## config.mk

```make
export PLATFORM = sky130hd
export DESIGN_NAME = rw_ram_sequencer
export DESIGN_NICKNAME = d
export VERILOG_FILES = /design/src/rtl/rw_ram_pkg.sv /design/src/rtl/sp_ram.sv /design/src/rtl/rw_ram_sequencer.sv
export SDC_FILE = /design/constraint.sdc
export NUM_CORES = 2
export LEC_CHECK = 0
export ABC_AREA = 0
export CAP_MARGIN = 20
export CELL_PAD_IN_SITES_DETAIL_PLACEMENT = 0
export CELL_PAD_IN_SITES_GLOBAL_PLACEMENT = 1
export CORE_UTILIZATION = 53
export DETAILED_ROUTE_END_ITERATION = 7
export PLACE_DENSITY_LB_ADDON = 0.15
export SETUP_SLACK_MARGIN = 0.05
export SYNTH_ARGS = -nofsm -noshare
export SYNTH_HDL_FRONTEND = slang
export SYNTH_SLANG_ARGS = --single-unit
```

## constraint.sdc

```tcl
create_clock -name clk -period 19 [get_ports clk]
set_input_delay 4.75 -clock clk [delete_from_list [all_inputs] [get_ports clk]]
set_output_delay 4.75 -clock clk [all_outputs]
set_load 0.005 [all_outputs]
```

## src/rtl/rw_ram_pkg.sv

```systemverilog
// rw_ram_pkg
//   Shared definitions for the rw_ram_sequencer block.
//   - mode_e      : operation codes presented on the mode input
//   - state_e     : sequencer FSM state encoding
//   - decode_mode : maps the raw 2-bit mode input onto mode_e (code 3 runs as COPY)
package rw_ram_pkg;

  typedef enum logic [1:0] {
    MODE_COPY = 2'd0,
    MODE_ADD  = 2'd1,
    MODE_FILL = 2'd2
  } mode_e;

  typedef enum logic [1:0] {
    ST_IDLE  = 2'd0,
    ST_READ  = 2'd1,
    ST_WRITE = 2'd2,
    ST_DONE  = 2'd3
  } state_e;

  // The unused code 3 is folded onto COPY here so the datapath only ever
  // sees the three legal operations.
  function automatic mode_e decode_mode(input logic [1:0] raw);
    case (raw)
      2'd1:    return MODE_ADD;
      2'd2:    return MODE_FILL;
      default: return MODE_COPY;
    endcase
  endfunction

endpackage

```

## src/rtl/sp_ram.sv

```systemverilog
// sp_ram
//   Single-port synchronous RAM, WIDTH x DEPTH, read-first.
//   Ports:
//     clk   in  clock
//     we    in  write enable
//     addr  in  word address (clog2(DEPTH) bits)
//     wdata in  write data
//     rdata out registered read data for the address presented one cycle earlier
module sp_ram #(
  parameter  int unsigned WIDTH = 16,
  parameter  int unsigned DEPTH = 256,
  localparam int unsigned AW    = $clog2(DEPTH)
) (
  input  logic             clk,
  input  logic             we,
  input  logic [AW-1:0]    addr,
  input  logic [WIDTH-1:0] wdata,
  output logic [WIDTH-1:0] rdata
);

  logic [WIDTH-1:0] mem [DEPTH];

  // NOTE: the array and its read register carry no reset; contents must
  // survive a reset pulse, and a reset would stop the array mapping onto RAM.
  always_ff @(posedge clk) begin
    if (we) begin
      mem[addr] <= wdata;
    end
    rdata <= mem[addr];
  end

endmodule

```

## src/rtl/rw_ram_sequencer.sv

```systemverilog
// rw_ram_sequencer
//   Single-port RAM with a built-in block sequencer. A start pulse accepted
//   in IDLE walks len words, writing dst_base+i with a copy of src_base+i,
//   src_base+i plus operand, or operand itself. While idle, a host port
//   writes and reads the RAM.
//   Ports:
//     clk, rst            clock; asynchronous active-low reset
//     start, ready, done  launch handshake (start sampled only while ready=1)
//     mode                0 COPY, 1 ADD, 2 FILL, 3 acts as COPY
//     src_base, dst_base  first source / destination word address
//     len                 word count 0..DEPTH
//     operand             addend (ADD) or fill value (FILL)
//     host_we, host_addr, host_wdata  host write port (idle only)
//     host_rdata          host read data, one-cycle latency, frozen while busy
module rw_ram_sequencer #(
  parameter  int unsigned WIDTH = 16,
  parameter  int unsigned DEPTH = 256,
  localparam int unsigned AW    = $clog2(DEPTH)
) (
  input  logic             clk,
  input  logic             rst,
  input  logic             start,
  input  logic [1:0]       mode,
  input  logic [AW-1:0]    src_base,
  input  logic [AW-1:0]    dst_base,
  input  logic [AW:0]      len,
  input  logic [WIDTH-1:0] operand,
  output logic             ready,
  output logic             done,
  input  logic             host_we,
  input  logic [AW-1:0]    host_addr,
  input  logic [WIDTH-1:0] host_wdata,
  output logic [WIDTH-1:0] host_rdata
);

  import rw_ram_pkg::*;

  localparam logic [AW:0] IDX_ONE = {{AW{1'b0}}, 1'b1};

  state_e           state_q;
  mode_e            mode_q;
  logic [AW-1:0]    src_q;
  logic [AW-1:0]    dst_q;
  logic [AW:0]      len_q;
  logic [AW:0]      idx_q;
  logic [AW:0]      idx_d;
  logic [WIDTH-1:0] operand_q;
  logic             ready_q;
  logic             done_q;
  logic             host_valid_q;
  logic [WIDTH-1:0] host_hold_q;
  logic             last_word;

  logic             ram_we;
  logic [AW-1:0]    ram_addr;
  logic [WIDTH-1:0] ram_wdata;
  logic [WIDTH-1:0] ram_rdata;
  logic [WIDTH-1:0] seq_wdata;

  sp_ram #(
    .WIDTH (WIDTH),
    .DEPTH (DEPTH)
  ) u_ram (
    .clk   (clk),
    .we    (ram_we),
    .addr  (ram_addr),
    .wdata (ram_wdata),
    .rdata (ram_rdata)
  );

  // Word index is AW+1 bits so len=DEPTH terminates; only the low AW bits
  // feed the address adders, which therefore wrap modulo DEPTH.
  // NOTE: every signal driven here gets a default first, so no path can
  // leave one unassigned and infer a latch.
  always_comb begin
    idx_d     = idx_q + IDX_ONE;
    last_word = (idx_d == len_q);

    case (mode_q)
      MODE_ADD:  seq_wdata = ram_rdata + operand_q;
      MODE_FILL: seq_wdata = operand_q;
      default:   seq_wdata = ram_rdata;
    endcase

    // Host owns the RAM in IDLE; the sequencer owns it otherwise, which is
    // also what drops host writes while busy.
    ram_we    = 1'b0;
    ram_addr  = host_addr;
    ram_wdata = host_wdata;
    case (state_q)
      ST_IDLE:  ram_we = host_we;
      ST_READ:  ram_addr = src_q + idx_q[AW-1:0];
      ST_WRITE: begin
        ram_we    = 1'b1;
        ram_addr  = dst_q + idx_q[AW-1:0];
        ram_wdata = seq_wdata;
      end
      default: ;
    endcase
  end

  // NOTE: all sequential state uses non-blocking assignments, so every
  // register in the block sees the pre-edge value of every other one.
  always_ff @(posedge clk or negedge rst) begin
    if (!rst) begin
      state_q   <= ST_IDLE;
      mode_q    <= MODE_COPY;
      src_q     <= '0;
      dst_q     <= '0;
      len_q     <= '0;
      idx_q     <= '0;
      operand_q <= '0;
      ready_q   <= 1'b1;
      done_q    <= 1'b0;
    end else begin
      done_q <= 1'b0;
      case (state_q)
        ST_IDLE: begin
          if (start) begin
            mode_q    <= decode_mode(mode);
            src_q     <= src_base;
            dst_q     <= dst_base;
            len_q     <= len;
            operand_q <= operand;
            idx_q     <= '0;
            ready_q   <= 1'b0;
            if (len == '0) begin
              state_q <= ST_DONE;
              done_q  <= 1'b1;
            end else if (decode_mode(mode) == MODE_FILL) begin
              state_q <= ST_WRITE;
            end else begin
              state_q <= ST_READ;
            end
          end
        end
        ST_READ: state_q <= ST_WRITE;
        ST_WRITE: begin
          idx_q <= idx_d;
          if (last_word) begin
            state_q <= ST_DONE;
            done_q  <= 1'b1;
          end else if (mode_q == MODE_FILL) begin
            state_q <= ST_WRITE;
          end else begin
            state_q <= ST_READ;
          end
        end
        default: begin
          state_q <= ST_IDLE;
          ready_q <= 1'b1;
        end
      endcase
    end
  end

  // The RAM read register reflects host_addr only after an edge taken in
  // IDLE. Past that, the last host-visible word is held so host_rdata does
  // not follow sequencer traffic.
  always_ff @(posedge clk or negedge rst) begin
    if (!rst) begin
      host_valid_q <= 1'b0;
      host_hold_q  <= '0;
    end else begin
      host_valid_q <= (state_q == ST_IDLE);
      if (host_valid_q) begin
        host_hold_q <= ram_rdata;
      end
    end
  end

  assign ready      = ready_q;
  assign done       = done_q;
  assign host_rdata = host_valid_q ? ram_rdata : host_hold_q;

endmodule

```

==> metrics <==
status=complete, no violations; layout cells sized above 1=9.676%; Total Wirelength=499.8 mm; CP endpoint kind=flop; Compound-Gate Fraction of Synth Area=4.141%; H-tree levels=5; die area=323400 sq um; reg2reg start=state_q[0]; gr ovfl total=0; Tot GR Track Use=30.32%; cell count after synthesis=12240; Synth cell types=70; drt wl/cell=29.37 um; crit path from=host_addr[0]; number of buffers created by CTS=432; Worst Path Max Fanout=59; cell taking the most area after synthesis=edfxtp_1; P&R area growth vs syn=11.93%; Clock Skew=52.31 ps; Vias=106500; Final nets=12490; max-slew violations=0; required time of the critical path=19800 ps; Max-cap violations=0; Die X=568.7 um; Rel. slew slack=19.31%; clock tree from TritonCTS=done; worst skew pair latency=990 ps; setup tns final=0 ps; final hold vios=0; CTS Buffer Depth=4; sequential area share after synthesis=73.54%; fmax=0.09853 GHz; I/O pin total=89; Clk pin slew, worst setup/hold paths=60 ps; # DRC=0; GP Congestion=0.8426; CP arrival=10950 ps; Critical-path top delay cell=buf_4; most frequent cells in the layout=edfxtp_1, nand2_1, nand3_1, mux2i_1, a311oi_1; combinational family with the most area after synthesis=simple AND/OR/NAND/NOR gates; CTS Hold Bufs=0; Seq cells post-synth=4185; Post-synth EDFFs=4096; Tcrit/Tclk final=53.42%; prevailing post-synth register cell=edfxtp_1; Worst path most repeated cell=mux2i_1; critical path type=input port to flop; xor/xnor share of the synthesized area=0.1184%; post-CTS resize count=0; Core Area=318800 sq um; Critical Path, Cell by Cell=clkdlybuf4s50_1 > mux2i_4 > buf_4 > buf_4 > buf_4 > buf_4 > buf_4 > mux2i_1 > mux2i_1 > mux2i_1 > mux2i_1 > mux2i_1 > mux2i_1 > a32oi_1 > o221ai_1; # port buffers=88; DR iter-0 viols=14270; Starting Density=53.38%; Startpoint Class=input port; crit-path max cell delay=810 ps; simple-gate share of the synthesized area=12.94%; Cell Area, Synth=170200 sq um; Synth top area share=72.27%; Hold Path Class=flop to flop; Post CTS Setup Buffer Count=0; height of the chip=568.7 um; hold path startpoint=host_hold_q[7]; CTS Root Cell=clkbuf_16; setup violators final=0; Synth Net Count=12340; Core Rows=207; pin count of the biggest net entering global routing=186; Synth Area in Adders=0.2588%; first-pass GRT wire length=714.4 mm; commonest non-fill, non-tap cell in the layout=edfxtp_1; dpl hpwl=282.2 mm; Post-synth ARST share=1.744%; unrepaired setup endpoints after global routing=no; synthesis warning total=0; First-pass DRT Iterations=8; Slew @ Worst Pin=1208 ps; TritonCTS Sinks=4185; post-synthesis mux area share=6.489%; min Tclk post-route=10150 ps; vias in the first global route=100000; initial antenna violation count=28; via/cell ratio=6.256; Routed Antenna Nets=0; top cells by area, synth=edfxtp_1, nand2_1, mux2i_1, nand3_1, a311oi_1; Syn Area/Cell=13.91 sq um
-- registers in the layout (all words and copies together), names as in the netlist --
signal / count
operand_q: 16
dst_q: 8
state_q: 2
u_ram.rdata: 16
u_ram.mem: 4096
len_q: 9
done: 1
mode_q: 2
host_valid_q: 1
ready: 1
host_hold_q: 16
idx_q: 9
src_q: 8
-- Yosys cell counts, types with 15 or more instances --
master	count
edfxtp_1	4096
nand2_1	3136
nand3_1	1456
mux2i_1	1014
a311oi_1	513
buf_2	471
nor2_1	286
and3_1	234
clkbuf_1	213
buf_4	91
mux2_2	76
dfrtp_1	72
a31oi_1	61
buf_1	56
a21oi_1	41
a21o_1	39
a311o_1	35
a211oi_1	34
ha_1	32
o21ai_0	32
or3_1	24
inv_1	19
o311ai_0	19
dfxtp_1	16
buf_6	15
-- metal layers --
metal / vias to the layer above / GRT usage (%) / share of wire (%)
li1: 45950 / - / -
met1: 54160 / 44.40 / 41
met2: 5517 / 46.05 / 45
met3: 823 / 4.922 / 9.7
met4: 16 / 11.02 / 3.8
met5: - / 0 / 0.022
-- cell type report --
class	instances	area (sq um)
fillers	24290	128300
flip-flops and latches	4185	125100
multi-input cells	7189	41310
clock buffers	544	11360
well taps	4284	5360
repair buffers	557	4710
clock inverters	238	2514
inverters	19	71.32
diodes	3	7.507
-- through the flow --
step,cells,hold slack [ps],instance area [sq um],utilization (%),setup slack (ps)
2_1_floorplan,12240,473.7,170200,-,2067
3_3_place_gp,16210,482.9,176200,55.27,7972
3_5_place_dp,16220,491.4,176400,55.33,7945
4_1_cts,17000,504.9,190300,59.68,8972
5_1_grt,17020,520.4,190500,59.74,8702
6_report,17020,500.3,190500,59.75,8851
-- cells by family (layout without fill, tap and decap cells) --
group           after synthesis  in the layout
mux                        1092           1092
simple gates               5180           5180
flops                      4185           4185
other cells                   0              3
fa+ha+maj                    34             34
compound gates              860            860
xor+xnor                     23             23
buf+inv                     865           1358
-- critical path, delay by kind of cell --
| kind | cells | cell delay (ps) |
|---|---|---|
| buffers and inverters | 6 | 3990 |
| multiplexers | 7 | 1450 |
| AO/OA/AOI/OAI | 2 | 450 |
-- final timing paths --
path	to	slack, ps	cells after the start
min	host_hold_q[7]	500	1
max reg2reg	u_ram.rdata[12]	11380	18
min reg2reg	host_hold_q[7]	500	1
max	u_ram.rdata[12]	8850	15
min in group asynchronous	host_hold_q[5]	3950	1
max in group asynchronous	idx_q[0]	14410	1
Power is not shown: default switching activity piles up to over one toggle a cycle in this logic, so the estimate is an artifact.
